**config.mk**
```make
export PLATFORM = sky130hd
export DESIGN_NAME = mem_req_sequencer_flat
export DESIGN_NICKNAME = d
export VERILOG_FILES = /design/src/rtl/mem_req_sequencer_if.sv /design/src/rtl/mem_req_sequencer.sv /design/src/flat_wrapper.sv
export SDC_FILE = /design/constraint.sdc
export NUM_CORES = 1
export LEC_CHECK = 0
export CAP_MARGIN = 40
export CELL_PAD_IN_SITES_DETAIL_PLACEMENT = 0
export CELL_PAD_IN_SITES_GLOBAL_PLACEMENT = 1
export CORE_MARGIN = 10
export CORE_UTILIZATION = 30
export CTS_CLUSTER_SIZE = 30
export DETAILED_ROUTE_END_ITERATION = 10
export GPL_ROUTABILITY_DRIVEN = 0
export HOLD_SLACK_MARGIN = 0.08
export PLACE_DENSITY = 0.95
export SYNTH_ARGS = -nofsm -noshare
export SYNTH_HDL_FRONTEND = slang
export SYNTH_SLANG_ARGS = --single-unit
```
**constraint.sdc**
```tcl
create_clock -name MEM_CLK -period 5.2 [get_ports MEM_CLK]
set_input_delay 1.3 -clock MEM_CLK [delete_from_list [all_inputs] [get_ports MEM_CLK]]
set_output_delay 1.3 -clock MEM_CLK [all_outputs]
set_load 0.03 [all_outputs]
```
**src/rtl/mem_req_sequencer_if.sv**
```systemverilog
// rtl/mem_req_sequencer_if.sv - CPU-side fetch and data request/response channels
interface mem_req_sequencer_if;
  logic        i_req_valid;
  logic        i_req_ready;
  logic [31:0] i_req_addr;
  logic        i_resp_valid;
  logic        i_resp_ready;
  logic [31:0] i_resp_data;
  logic        i_resp_err;

  logic        d_req_valid;
  logic        d_req_ready;
  logic        d_req_we;
  logic [31:0] d_req_addr;
  logic [31:0] d_req_wdata;
  logic [1:0]  d_req_size;
  logic        d_req_sign;
  logic        d_resp_valid;
  logic        d_resp_ready;
  logic [31:0] d_resp_rdata;
  logic        d_resp_err;

  modport master (
    output i_req_valid, i_req_addr, i_resp_ready,
    output d_req_valid, d_req_we, d_req_addr, d_req_wdata, d_req_size, d_req_sign, d_resp_ready,
    input  i_req_ready, i_resp_valid, i_resp_data, i_resp_err,
    input  d_req_ready, d_resp_valid, d_resp_rdata, d_resp_err
  );

  modport slave (
    input  i_req_valid, i_req_addr, i_resp_ready,
    input  d_req_valid, d_req_we, d_req_addr, d_req_wdata, d_req_size, d_req_sign, d_resp_ready,
    output i_req_ready, i_resp_valid, i_resp_data, i_resp_err,
    output d_req_ready, d_resp_valid, d_resp_rdata, d_resp_err
  );
endinterface

```
**src/rtl/mem_req_sequencer.sv**
```systemverilog
// rtl/mem_req_sequencer.sv - CPU front end for the Memory wrapper, one request in flight per port
module mem_req_sequencer #(
  parameter logic [31:0] IMEM_LIMIT = 32'h0000_6000,
  parameter logic [31:0] DMEM_BASE  = 32'h0000_6000,
  parameter logic [31:0] DMEM_LIMIT = 32'h0001_0000,
  parameter int unsigned TIMEOUT_CYCLES = 64
) (
  input  logic                MEM_CLK,
  input  logic                RST,
  mem_req_sequencer_if.slave  cpu,
  output logic                MEM_RDEN1,
  output logic                MEM_RDEN2,
  output logic                MEM_WE2,
  output logic [13:0]         MEM_ADDR1,
  output logic [31:0]         MEM_ADDR2,
  output logic [31:0]         MEM_DIN2,
  output logic [1:0]          MEM_SIZE,
  output logic                MEM_SIGN,
  input  logic [31:0]         MEM_DOUT1,
  input  logic [31:0]         MEM_DOUT2,
  input  logic                memValid1,
  input  logic                memValid2,
  output logic                timeout_err
);
  localparam logic [31:0] ERR_DATA = 32'hDEAD_BEEF;

  typedef enum logic [1:0] {
    IDLE = 2'd0,
    BUSY = 2'd1,
    RESP = 2'd2
  } state_e;

  state_e      i_state_q, i_state_d;
  logic [13:0] i_addr_q, i_addr_d;
  logic [31:0] i_data_q, i_data_d;
  logic        i_err_q, i_err_d;

  state_e      d_state_q, d_state_d;
  logic        d_we_q, d_we_d;
  logic [31:0] d_addr_q, d_addr_d;
  logic [31:0] d_wdata_q, d_wdata_d;
  logic [1:0]  d_size_q, d_size_d;
  logic        d_sign_q, d_sign_d;
  logic [31:0] d_data_q, d_data_d;
  logic        d_err_q, d_err_d;

  logic        i_legal, d_legal, d_aligned;
  logic        i_timeout, d_timeout;

  assign i_legal = (cpu.i_req_addr < IMEM_LIMIT) && (cpu.i_req_addr[1:0] == 2'b00);

  always_comb begin
    d_aligned = 1'b0;
    case (cpu.d_req_size)
      2'd0:    d_aligned = 1'b1;
      2'd1:    d_aligned = (cpu.d_req_addr[0] == 1'b0);
      2'd2:    d_aligned = (cpu.d_req_addr[1:0] == 2'b00);
      default: d_aligned = 1'b0;
    endcase
  end

  assign d_legal = (cpu.d_req_addr >= DMEM_BASE) && (cpu.d_req_addr < DMEM_LIMIT) && d_aligned;

`ifdef MEM_TIMEOUT_EN
  localparam int CNT_W = $clog2(TIMEOUT_CYCLES + 1);
  localparam logic [CNT_W-1:0] CNT_LAST = CNT_W'(TIMEOUT_CYCLES - 1);

  logic [CNT_W-1:0] i_cnt_q, i_cnt_d, d_cnt_q, d_cnt_d;
  logic             timeout_q, timeout_d;

  always_comb begin
    i_cnt_d   = '0;
    d_cnt_d   = '0;
    i_timeout = 1'b0;
    d_timeout = 1'b0;
    if (i_state_q == BUSY && !memValid1) begin
      if (i_cnt_q == CNT_LAST) i_timeout = 1'b1;
      else                     i_cnt_d   = i_cnt_q + 1'b1;
    end
    if (d_state_q == BUSY && !memValid2) begin
      if (d_cnt_q == CNT_LAST) d_timeout = 1'b1;
      else                     d_cnt_d   = d_cnt_q + 1'b1;
    end
    timeout_d = i_timeout || d_timeout;
  end

  always_ff @(posedge MEM_CLK) begin
    if (RST) begin
      i_cnt_q   <= '0;
      d_cnt_q   <= '0;
      timeout_q <= 1'b0;
    end else begin
      i_cnt_q   <= i_cnt_d;
      d_cnt_q   <= d_cnt_d;
      timeout_q <= timeout_d;
    end
  end

  assign timeout_err = timeout_q;
`else
  assign i_timeout   = 1'b0;
  assign d_timeout   = 1'b0;
  assign timeout_err = 1'b0;
`endif

  always_comb begin
    i_state_d = i_state_q;
    i_addr_d  = i_addr_q;
    i_data_d  = i_data_q;
    i_err_d   = i_err_q;
    case (i_state_q)
      IDLE: begin
        if (cpu.i_req_valid) begin
          i_addr_d = cpu.i_req_addr[15:2];
          if (i_legal) begin
            i_state_d = BUSY;
          end else begin
            i_state_d = RESP;
            i_data_d  = ERR_DATA;
            i_err_d   = 1'b1;
          end
        end
      end
      BUSY: begin
        if (memValid1) begin
          i_state_d = RESP;
          i_data_d  = MEM_DOUT1;
          i_err_d   = 1'b0;
        end else if (i_timeout) begin
          i_state_d = RESP;
          i_data_d  = ERR_DATA;
          i_err_d   = 1'b1;
        end
      end
      RESP: begin
        if (cpu.i_resp_ready) i_state_d = IDLE;
      end
      default: i_state_d = IDLE;
    endcase
  end

  always_comb begin
    d_state_d = d_state_q;
    d_we_d    = d_we_q;
    d_addr_d  = d_addr_q;
    d_wdata_d = d_wdata_q;
    d_size_d  = d_size_q;
    d_sign_d  = d_sign_q;
    d_data_d  = d_data_q;
    d_err_d   = d_err_q;
    case (d_state_q)
      IDLE: begin
        if (cpu.d_req_valid) begin
          d_we_d    = cpu.d_req_we;
          d_addr_d  = cpu.d_req_addr;
          d_wdata_d = cpu.d_req_wdata;
          d_size_d  = cpu.d_req_size;
          d_sign_d  = cpu.d_req_sign;
          if (d_legal) begin
            d_state_d = BUSY;
          end else begin
            d_state_d = RESP;
            d_data_d  = ERR_DATA;
            d_err_d   = 1'b1;
          end
        end
      end
      BUSY: begin
        if (memValid2) begin
          d_state_d = RESP;
          d_data_d  = d_we_q ? 32'h0 : MEM_DOUT2;
          d_err_d   = 1'b0;
        end else if (d_timeout) begin
          d_state_d = RESP;
          d_data_d  = ERR_DATA;
          d_err_d   = 1'b1;
        end
      end
      RESP: begin
        if (cpu.d_resp_ready) d_state_d = IDLE;
      end
      default: d_state_d = IDLE;
    endcase
  end

  always_ff @(posedge MEM_CLK) begin
    if (RST) begin
      i_state_q <= IDLE;
      i_addr_q  <= '0;
      i_data_q  <= '0;
      i_err_q   <= 1'b0;
      d_state_q <= IDLE;
      d_we_q    <= 1'b0;
      d_addr_q  <= '0;
      d_wdata_q <= '0;
      d_size_q  <= '0;
      d_sign_q  <= 1'b0;
      d_data_q  <= '0;
      d_err_q   <= 1'b0;
    end else begin
      i_state_q <= i_state_d;
      i_addr_q  <= i_addr_d;
      i_data_q  <= i_data_d;
      i_err_q   <= i_err_d;
      d_state_q <= d_state_d;
      d_we_q    <= d_we_d;
      d_addr_q  <= d_addr_d;
      d_wdata_q <= d_wdata_d;
      d_size_q  <= d_size_d;
      d_sign_q  <= d_sign_d;
      d_data_q  <= d_data_d;
      d_err_q   <= d_err_d;
    end
  end

  assign cpu.i_req_ready  = (i_state_q == IDLE) && !RST;
  assign cpu.i_resp_valid = (i_state_q == RESP);
  assign cpu.i_resp_data  = i_data_q;
  assign cpu.i_resp_err   = i_err_q;

  assign cpu.d_req_ready  = (d_state_q == IDLE) && !RST;
  assign cpu.d_resp_valid = (d_state_q == RESP);
  assign cpu.d_resp_rdata = d_data_q;
  assign cpu.d_resp_err   = d_err_q;

  assign MEM_RDEN1 = (i_state_q == BUSY);
  assign MEM_ADDR1 = i_addr_q;
  assign MEM_RDEN2 = (d_state_q == BUSY) && !d_we_q;
  assign MEM_WE2   = (d_state_q == BUSY) && d_we_q;
  assign MEM_ADDR2 = d_addr_q;
  assign MEM_DIN2  = d_wdata_q;
  assign MEM_SIZE  = d_size_q;
  assign MEM_SIGN  = d_sign_q;
endmodule

```
**src/flat_wrapper.sv**
```systemverilog
// flat-port wrapper written by rule: the top's interface ports become plain ports
module mem_req_sequencer_flat 
#(
  parameter logic [31:0] IMEM_LIMIT = 32'h0000_6000,
  parameter logic [31:0] DMEM_BASE  = 32'h0000_6000,
  parameter logic [31:0] DMEM_LIMIT = 32'h0001_0000,
  parameter int unsigned TIMEOUT_CYCLES = 64
)
  (MEM_CLK, RST, MEM_RDEN1, MEM_RDEN2, MEM_WE2, MEM_ADDR1, MEM_ADDR2, MEM_DIN2, MEM_SIZE, MEM_SIGN, MEM_DOUT1, MEM_DOUT2, memValid1, memValid2, timeout_err, cpu_i_req_valid, cpu_i_req_addr, cpu_i_resp_ready, cpu_d_req_valid, cpu_d_req_we, cpu_d_req_addr, cpu_d_req_wdata, cpu_d_req_size, cpu_d_req_sign, cpu_d_resp_ready, cpu_i_req_ready, cpu_i_resp_valid, cpu_i_resp_data, cpu_i_resp_err, cpu_d_req_ready, cpu_d_resp_valid, cpu_d_resp_rdata, cpu_d_resp_err);
  mem_req_sequencer_if cpu_i ();
  input  logic MEM_CLK;
  input  logic RST;
  output logic MEM_RDEN1;
  output logic MEM_RDEN2;
  output logic MEM_WE2;
  output logic [13:0] MEM_ADDR1;
  output logic [31:0] MEM_ADDR2;
  output logic [31:0] MEM_DIN2;
  output logic [1:0] MEM_SIZE;
  output logic MEM_SIGN;
  input  logic [31:0] MEM_DOUT1;
  input  logic [31:0] MEM_DOUT2;
  input  logic memValid1;
  input  logic memValid2;
  output logic timeout_err;
  input wire logic [$bits(cpu_i.i_req_valid)-1:0] cpu_i_req_valid;
  input wire logic [$bits(cpu_i.i_req_addr)-1:0] cpu_i_req_addr;
  input wire logic [$bits(cpu_i.i_resp_ready)-1:0] cpu_i_resp_ready;
  input wire logic [$bits(cpu_i.d_req_valid)-1:0] cpu_d_req_valid;
  input wire logic [$bits(cpu_i.d_req_we)-1:0] cpu_d_req_we;
  input wire logic [$bits(cpu_i.d_req_addr)-1:0] cpu_d_req_addr;
  input wire logic [$bits(cpu_i.d_req_wdata)-1:0] cpu_d_req_wdata;
  input wire logic [$bits(cpu_i.d_req_size)-1:0] cpu_d_req_size;
  input wire logic [$bits(cpu_i.d_req_sign)-1:0] cpu_d_req_sign;
  input wire logic [$bits(cpu_i.d_resp_ready)-1:0] cpu_d_resp_ready;
  output wire logic [$bits(cpu_i.i_req_ready)-1:0] cpu_i_req_ready;
  output wire logic [$bits(cpu_i.i_resp_valid)-1:0] cpu_i_resp_valid;
  output wire logic [$bits(cpu_i.i_resp_data)-1:0] cpu_i_resp_data;
  output wire logic [$bits(cpu_i.i_resp_err)-1:0] cpu_i_resp_err;
  output wire logic [$bits(cpu_i.d_req_ready)-1:0] cpu_d_req_ready;
  output wire logic [$bits(cpu_i.d_resp_valid)-1:0] cpu_d_resp_valid;
  output wire logic [$bits(cpu_i.d_resp_rdata)-1:0] cpu_d_resp_rdata;
  output wire logic [$bits(cpu_i.d_resp_err)-1:0] cpu_d_resp_err;
  assign cpu_i.i_req_valid = cpu_i_req_valid;
  assign cpu_i.i_req_addr = cpu_i_req_addr;
  assign cpu_i.i_resp_ready = cpu_i_resp_ready;
  assign cpu_i.d_req_valid = cpu_d_req_valid;
  assign cpu_i.d_req_we = cpu_d_req_we;
  assign cpu_i.d_req_addr = cpu_d_req_addr;
  assign cpu_i.d_req_wdata = cpu_d_req_wdata;
  assign cpu_i.d_req_size = cpu_d_req_size;
  assign cpu_i.d_req_sign = cpu_d_req_sign;
  assign cpu_i.d_resp_ready = cpu_d_resp_ready;
  assign cpu_i_req_ready = cpu_i.i_req_ready;
  assign cpu_i_resp_valid = cpu_i.i_resp_valid;
  assign cpu_i_resp_data = cpu_i.i_resp_data;
  assign cpu_i_resp_err = cpu_i.i_resp_err;
  assign cpu_d_req_ready = cpu_i.d_req_ready;
  assign cpu_d_resp_valid = cpu_i.d_resp_valid;
  assign cpu_d_resp_rdata = cpu_i.d_resp_rdata;
  assign cpu_d_resp_err = cpu_i.d_resp_err;
  mem_req_sequencer #(.IMEM_LIMIT(IMEM_LIMIT), .DMEM_BASE(DMEM_BASE), .DMEM_LIMIT(DMEM_LIMIT), .TIMEOUT_CYCLES(TIMEOUT_CYCLES)) u_core (.MEM_CLK(MEM_CLK), .RST(RST), .cpu(cpu_i), .MEM_RDEN1(MEM_RDEN1), .MEM_RDEN2(MEM_RDEN2), .MEM_WE2(MEM_WE2), .MEM_ADDR1(MEM_ADDR1), .MEM_ADDR2(MEM_ADDR2), .MEM_DIN2(MEM_DIN2), .MEM_SIZE(MEM_SIZE), .MEM_SIGN(MEM_SIGN), .MEM_DOUT1(MEM_DOUT1), .MEM_DOUT2(MEM_DOUT2), .memValid1(memValid1), .memValid2(memValid2), .timeout_err(timeout_err));
endmodule
```
==> reports/qor.csv <==
stage;metric;value;unit
cts;clk_latency;0.41;ns
cts;hold_buffers;0;
cts;clockBufferDepth;2;
power;vdd_drop_max;0.000195;V
critical_path;r2r-start;u_core.d_state_q[0];
timing;rsz0062_at_grt;false;
cts;postCtsResizedCells;0;
cts;root_buffer;clkbuf_16;
critical_path;worstSetupEndpointType;output pin;
floorplan;core_area;0.0202;mm²
finish;syn2layout_area_growth;66.9;%
placed_design;placed_cell_area;0.00963;mm²
cts;cts_tree;built;
logic_synthesis;synth_area_leader_cell;dfxtp_1;
logic_synthesis;synth_seq_cells;152;
timing;max_freq;271;MHz
critical_path;reg2reg_slack;3.10;ns
logic_synthesis;syn_inst;731;
grt;grt_pass1_wl;33000;µm
worst_hold_path;min_to;u_core.MEM_ADDR2[18];
critical_path;cp.arrival;2.39;ns
timing;setup_viol;0;
detailed_routing;wire_per_inst;16.6;µm
placed_design;post-dp-hpwl;16500;µm
timing;hold_violations;0;
timing;worstMarginPinSlew;0.807;ns
grt;grt_overflow;0;
timing;timing.slew.headroom;46.1;%
critical_path;critPathLaunchType;primary input;
logic_synthesis;ys_types;32;
critical_path;rr_endpoint;u_core.cpu.d_resp_rdata[22];
logic_synthesis;avgSynthCellArea;8.39;µm²
cts;postCtsSetupBuffers;0;
timing;skew;0.00640;ns
finish;multi_input_area;0.00273;mm²
logic_synthesis;synth_top_area_share;49.6;%
finish;final_common_cell;clkdlybuf4s50_1;
detailed_routing;drt_iter0_markers;285;
grt;grt_max_degree;74;
placed_design;portBuffers;325;
finish;fillers;1860;
timing;holdWs;0.452;ns
cts;numCtsBuffers;17;
flow_run;drv_cap;0;
finish;drive_gt1_share;7.29;%
logic_synthesis;synth_edf_count;0;
logic_synthesis;yosys_warnings;0;
worst_hold_path;hp-start;u_core.MEM_ADDR2[18];
timing;finalMaxSlewViolations;0;
grt;grt_pass1_vias;5846;
logic_synthesis;synthTopCellsByArea;dfxtp_1 50%, nand2_1 11%, a21oi_1 9.1%;
worst_hold_path;min_path_type;reg2reg;
floorplan;ios;327;
critical_path;required;3.90;ns
logic_synthesis;synth_seq_area_share;49.6;%
floorplan;num_rows;52;
detailed_routing;ant_nets;0;
power;leakage;3.84;nW
power;p_per_area;315;mW/mm²
floorplan;initial_core_util;30.4;%
grt;antenna_found_initial;1;
logic_synthesis;synth_ff_type;dfxtp_1;
critical_path;rr_worst_depth;5;
detailed_routing;via_count;5884;
finish;diodes;0;
detailed_routing;drcViolationCount;0;
detailed_routing;wirelength;21800;µm
worst_hold_path;hold_depth;2;
run_status;status;completed;
logic_synthesis;synth_area;0.00614;mm²
cts;clkTransAtPathRegs;0.06;ns
timing;fin_crit_sh;71.0;%
critical_path;worstSetupPathType;in2out;
grt;gr-usage-all-layers;15.5;%
logic_synthesis;ys_async_sr_fraction;0;%
logic_synthesis;synth_fp_nets;903;
timing;setup_tns;0;ns
timing;period_minus_slack;3.69;ns
finish;stdcell_area;0.0102;mm²
floorplan;die_width;163;µm
floorplan;die_h;163;µm
floorplan;die-area;0.0266;mm²
finish;area.sequential;0.00304;mm²
critical_path;crit_fanout;22;
detailed_routing;viasPerCell;4.48;
finish;final_util;50.8;%
detailed_routing;dr.pass1.iters;4;
cts;htree_levels;4;
cts;clock_sinks;152;
finish;layout.nets;1203;
finish;final_cell_mix;324 x clkdlybuf4s50_1, 182 x nand2_1, 152 x dfxtp_1;
==> sequential cells by signal, indices dropped and copies added (netlist names) <==
signal	cells
u_core.d_we_q	1
u_core.MEM_DIN2	32
u_core.MEM_ADDR1	14
u_core.i_state_q	2
u_core.cpu.i_resp_data	32
u_core.d_state_q	2
u_core.cpu.d_resp_err	1
u_core.MEM_ADDR2	32
u_core.MEM_SIGN	1
u_core.MEM_SIZE	2
u_core.cpu.d_resp_rdata	32
u_core.cpu.i_resp_err	1
==> stage by stage <==
step / setup WS [ns] / total power [mW] / instances
after global routing: 1.40 / 3.37 / 1313
after detailed placement: 1.38 / 1.97 / 1282
after global placement: 1.42 / 1.96 / 1278
after CTS: 1.47 / 3.28 / 1313
after floorplan: 1.38 / 1.63 / 731
final: 1.51 / 3.23 / 1313
==> area by class of cell <==
type,instances,area share [%]
multi-input cells,497,26.7
repair buffers,338,33.4
well taps,270,3.30
clock inverters,12,1.63
clock buffers,19,4.33
flip-flops and latches,152,29.7
inverters,25,0.917
==> logic make-up after synthesis <==
group	share of synthesized area, %
and+or+nand+nor	23.3
AOI/OAI and AO/OA	13.4
muxes	7.71
DFF	49.6
other	0.0611
buffers and inverters	5.91
==> where the power goes <==
group	internal, mW	total [mW]	switching (mW)
registers	1.24	1.28	0.0395
clock network	0.775	1.29	0.512
logic	0.325	0.664	0.338
==> synth_stat cells (4+ instances only) <==
| cell type | instances |
|---|---|
| a211oi_1 | 23 |
| a21oi_1 | 111 |
| buf_1 | 7 |
| buf_2 | 5 |
| buf_4 | 5 |
| buf_6 | 4 |
| clkbuf_1 | 36 |
| dfxtp_1 | 152 |
| inv_1 | 25 |
| mux2_2 | 26 |
| mux2i_1 | 18 |
| nand2_1 | 183 |
| nand2b_1 | 44 |
| nor2_1 | 7 |
| nor2b_1 | 29 |
| nor3_1 | 29 |
| nor4_1 | 8 |
==> per-layer routing <==
| layer | vias up | share of wire (%) | global-route usage (%) |
|---|---|---|---|
| met5 | - | 0.060 | 0 |
| met4 | 2 | 1.1 | 3.69 |
| met3 | 18 | 9.5 | 6.75 |
| met2 | 198 | 48 | 25.3 |
| met1 | 2663 | 42 | 18.4 |
| li1 | 3003 | - | - |
==> worst max-delay path, cell delays in order <==
cell and delay, ns:
buf_4 0.19, nor3_1 0.17, clkdlybuf4s50_1 0.71
==> worst max-delay path by stage <==
stage,start,endpoint,slack [ns],cells after the start
after global placement,cpu_d_req_addr[17],u_core.cpu.d_resp_rdata[17],1.42,6
after CTS,RST,cpu_d_req_ready,1.47,3
after floorplan,RST,cpu_d_req_ready,1.38,4
final,RST,cpu_d_req_ready,1.51,3
after detailed placement,cpu_d_req_addr[17],u_core.cpu.d_resp_rdata[22],1.38,6
after global routing,RST,cpu_i_req_ready,1.40,3
No activity file was read; power rests on OpenSTA's default activity.
==> RTL change 1, RTL diff (config.mk and constraints unchanged) <==
Re-encode `state_e` (3 states) as one-hot, 3 bits wide.
--- a/src/rtl/mem_req_sequencer.sv
+++ b/src/rtl/mem_req_sequencer.sv
@@ -24,10 +24,10 @@
 );
   localparam logic [31:0] ERR_DATA = 32'hDEAD_BEEF;
 
-  typedef enum logic [1:0] {
-    IDLE = 2'd0,
-    BUSY = 2'd1,
-    RESP = 2'd2
+  typedef enum logic [2:0] {
+    IDLE = 3'b001,
+    BUSY = 3'b010,
+    RESP = 3'b100
   } state_e;
 
   state_e      i_state_q, i_state_d;
Function: same outputs for any inputs over 4 cycles, from zero or initial values and one cycle with RST high; so few cycles prove little.
==> RTL change 1 against the original RTL <==
- setup slack better by 0.14 ns
- area after synthesis down 4.3%
- sequential power up 3%
- via count up 0.93%
- critical path type unchanged
- global-route usage up 0.98 points
- clock skew down 0.0016 ns
- routed wire length about the same
- sequential cell count up 2
- cell area down 3.0%
- highest routed layer is now met4
- power up 1.4%
- largest power group is now registers
==> RTL change 1: results (changes against the original RTL) <==
- The detail-routed via count per cell is 4.590 (was 4.481).
- The number of nets produced by synthesis is 888 (was 903).
- The largest voltage drop on the vdd net came to 0.2012 mV (was 0.1949 mV).
- The multi-input logic portion of the cell area is 0.2549 (was 0.2670).
- The amount of wire on met3 after detailed routing was 2.632 mm (was 2.078 mm).
- The fraction of final layout cells with drive strength greater than 1 is 0.05442 (was 0.07287).
- The met2 track demand over resource is 0.2691 (was 0.2532).
- The final-layout non-clock buffer area share is 0.3434 (was 0.3341).
- The number of fill cells in the layout was 1866 (was 1860).
- The layout multi-input combinational cell count came to 505 (was 497).
- The met2 wire length is 10.25 mm (was 10.38 mm).
- The power drawn by the sequential cells is 1.32 mW (was 1.28 mW).
- The largest net degree at the start of global routing is 77 (was 74).
- The number of placed instances with taps included is 1263 (was 1282).
- The total routing resource utilization after global routing came to 0.1649 (was 0.1552).
- The slew at the pin closest to its max-slew limit is 0.8600 ns (was 0.8067 ns).
- The standby leakage power came to 3.645 nW (was 3.837 nW).
- The top layer reached by signal wires was met4 (was met5).
- The final-stage net count is 1189 (was 1203).
- The number of standard cells after synthesis is 716 (was 731).
- The global-route track usage on met1 is 0.1802 (was 0.1841).
- Result of the run: complete, no violations (unchanged).
- The area taken by flip-flops and latches came to 3083 µm² (was 3043 µm²).
- The power dissipated in the clock network is 1.21 mW (was 1.29 mW).
- The synthesized cell area was 5872 µm² (was 6136 µm²).
- Most frequent cells after synthesis: nand2_1, dfxtp_1, a21oi_1 (unchanged).
- Largest cells by area after synthesis: dfxtp_1, nand2_1, a21oi_1 (unchanged).
- The count of routing violations after the opening detailed-route iteration was 244 (was 285).
- The clock skew is 0.004779 ns (was 0.006397 ns).
- The clock buffer count in the final layout came to 18 (was 19).
- The routed wirelength normalized by instance count is 16.87 µm (was 16.63 µm).
- The total internal power was 2.303 mW (was 2.340 mW).
- The share of final layout cell area taken by clock buffers and inverters came to 0.05768 (was 0.05951).
- The met3 track utilization from global routing came to 0.09254 (was 0.06746).
[RTL change 1: changes by cell type in the layout (fill, tap and decap cells not counted), sizes merged, moves of 23 or more]
cell | unedited run | this run
mux2 | 26 | 0
nor2 | 7 | 34
a211oi | 25 | 1
o21a | 0 | 25
nor2b | 29 | 1
nor3 | 29 | 52
[RTL change 1: path summary, 6_finish.rpt]
path	startpoint	endpoint	slack (ns)	cells after the start
worst max-delay path	RST	cpu_i_req_ready	1.64	3
worst min-delay path	u_core.MEM_DIN2[2]	u_core.MEM_DIN2[2]	0.45	2
worst max register to register	u_core.d_state_q[2]	u_core.MEM_ADDR2[27]	3.04	5
worst min register to register	u_core.MEM_DIN2[2]	u_core.MEM_DIN2[2]	0.45	2
[RTL change 1: kinds of logic after synthesis]
family                 Yosys count  synth area share
flip-flops                     154            0.5250
multiplexers                     8           0.01364
AND/OR/NAND/NOR                340            0.2646
other                            1         0.0006386
buffers and inverters           57           0.04432
AO/OA/AOI/OAI                  156            0.1517
==> RTL change 2, RTL diff (config.mk and constraints unchanged) <==
Made on the original files. The option `MEM_TIMEOUT_EN` is turned on by a define.
--- a/src/rtl/mem_req_sequencer.sv
+++ b/src/rtl/mem_req_sequencer.sv
@@ -1,4 +1,6 @@
 // rtl/mem_req_sequencer.sv - CPU front end for the Memory wrapper, one request in flight per port
+`define MEM_TIMEOUT_EN
+
 module mem_req_sequencer #(
   parameter logic [31:0] IMEM_LIMIT = 32'h0000_6000,
   parameter logic [31:0] DMEM_BASE  = 32'h0000_6000,
Check against the original RTL: no difference found for any inputs over 4 cycles, from zero or initial values and one cycle with RST high; that may be too few to reach the edited logic, so the function may still have changed.
==> RTL change 2 against the original RTL <==
- sequential share of layout area up 1.9 points
- maximum frequency increased by 1.5%
- synthesized cell count grew 5.6%
- area after synthesis increased by 6.0%
- routed wire length up 12%
- power grew 0.46%
- sequential cell count increased by 15
- setup slack improved by 0.055 ns
- cell area up 3.2%
==> RTL change 2: results (changes against the original RTL) <==
- The number of buffers added by the clock tree synthesis step was 17 (unchanged).
- The overall routed net length came to 24.42 mm (was 21.84 mm).
- The normalized max-slew margin is 0.4396 (was 0.4608).
- The wire length of the first global-routing pass is 36.73 mm (was 32.96 mm).
- The number of fill cells in the layout is 2017 (was 1860).
- The count of port buffers added during placement is 326 (was 325).
- The detail-routed via count per cell is 4.736 (was 4.481).
- The arrival time at the worst endpoint is 2.34 ns (was 2.39 ns).
- Most frequent cells after synthesis: nand2_1, dfxtp_1, a21oi_1 (unchanged).
- The class of the tightest hold or removal check was register to register (unchanged).
- The stage delay of the slowest cell on the critical path is 0.70 ns.
- The count of routing violations after the opening detailed-route iteration is 324 (was 285).
- The register-to-register setup slack was 3.08 ns (was 3.10 ns).
- The post-synthesis compound-gate area fraction is 0.2133 (was 0.1340).
- The clock input transition at the sequential cells of the worst setup and hold paths is 0.07 ns.
- The critical hold path startpoint is u_core.d_cnt_q[6] (was u_core.MEM_ADDR2[18]).
- The proportion of total power due to net switching came to 0.2961 (was 0.2755).
- The later-pin clock latency in the skew report is 0.42 ns.
- The maximum level of the CTS H-tree came to 4 (unchanged).
- The terminating pin of the worst hold path is u_core.d_cnt_q[6] (was u_core.MEM_ADDR2[18]).
- Largest cells by area after synthesis: dfxtp_1, nand2_1, a21oi_1 (unchanged).
- The worst hold path depth is 2 (unchanged).
- The largest voltage drop on the vdd net is 0.1923 mV (was 0.1949 mV).
- The XOR/XNOR share of the synthesized area is 0.01077 (was 0).
- The buffer count from post-CTS setup fixing is 0 (unchanged).
- The total cell area at the placement stage is 10000 µm² (was 9629 µm²).
- The depth of the worst register-to-register path is 6 (was 5).
- The number of warnings issued by yosys was 0 (unchanged).
- Result of the run: complete, no violations (unchanged).
- The cell at the root of the clock tree is clkbuf_16 (unchanged).
- The final-stage net count was 1248 (was 1203).
- The largest net degree at the start of global routing came to 84 (was 74).
- The number of nets produced by synthesis came to 946 (was 903).
- The adder-cell area share of the yosys netlist was 0.003847 (was 0).
- The post-synthesis cell type count is 42 (was 32).
- The total routing resource utilization after global routing is 0.1639 (was 0.1552).
- The maximum number of buffers from clock root to sink is 2 (unchanged).
- The fraction of final layout cells with drive strength greater than 1 is 0.06440 (was 0.07287).
- The clock skew is 0.009373 ns (was 0.006397 ns).
- The origin of the critical flop-to-flop path is u_core.d_cnt_q[0] (was u_core.d_state_q[0]).
- The standby leakage power is 3.857 nW (was 3.837 nW).
- The proportion of register bits with asynchronous set or reset after synthesis is 0 (unchanged).
- The sequential-to-total area share from yosys stat is 0.5139 (was 0.4959).
- The via count of the first global-routing pass is 6282 (was 5846).
- The estimated wirelength of the detail-placed design was 18.84 mm (was 16.52 mm).
- The mux share of post-synthesis cell area came to 0 (was 0.07708).
- The standard cell with the maximum stage delay on the critical path is clkdlybuf4s50_1 (unchanged).
- The maximum fanout encountered on the critical timing path is 28 (was 22).
- The endpoint of the worst-slack reg-to-reg timing path is u_core.cpu.d_resp_err (was u_core.cpu.d_resp_rdata[22]).
==> RTL change 2: how the worst max path moves through the flow <==
stage	from	endpoint
6_report	RST	cpu_d_req_ready
5_1_grt	RST	cpu_d_req_ready
3_5_place_dp	RST	cpu_d_req_ready
2_1_floorplan	RST	cpu_d_req_ready
3_3_place_gp	RST	cpu_i_req_ready
4_1_cts	RST	cpu_d_req_ready
==> RTL change 2: layout make-up <==
class / count / area, µm² / area share
Clock inverter: 14 / 132.6 / 0.01255
Tap cell: 275 / 344.1 / 0.03256
Inverter: 27 / 101.3 / 0.009591
Clock buffer: 18 / 429.2 / 0.04062
Sequential cell: 167 / 3343 / 0.3164
Multi-Input combinational cell: 525 / 2820 / 0.2669
Timing Repair Buffer: 336 / 3396 / 0.3214
==> RTL change 2: critical path: cells and delay by family <==
| family | cells | cell delay [ns] |
|---|---|---|
| buffers and inverters | 2 | 0.86 |
| and+or+nand+nor | 1 | 0.16 |
==> RTL change 2: per-layer routing <==
layer	part of all wire	vias to the layer above	GRT usage	wire length (µm)
li1	-	3218	-	-
met1	0.41	2950	0.1844	9946
met2	0.46	265	0.2665	11310
met3	0.12	15	0.08708	2889
met4	0.011	2	0.04277	259
met5	0.00053	-	0	13
==> RTL change 2: stage by stage <==
stage               hold slack [ns]  std cells  total power, mW  setup WS (ns)
finish                       0.4429       1362            3.245          1.562
global route                 0.4657       1362            3.383          1.498
CTS                          0.4406       1362            3.288          1.559
detailed placement           0.4317       1330            2.052          1.559
global placement             0.4217       1326            2.039          1.553
floorplan                    0.4123        772            1.716          1.246
==> RTL change 2: power by group through the flow <==
stage	combinational, mW	clock, mW	sequential (mW)
floorplan	0.162	0	1.55
global placement	0.623	0	1.42
detailed placement	0.633	0	1.42
CTS	0.635	1.26	1.39
global route	0.667	1.32	1.40
finish	0.627	1.23	1.39
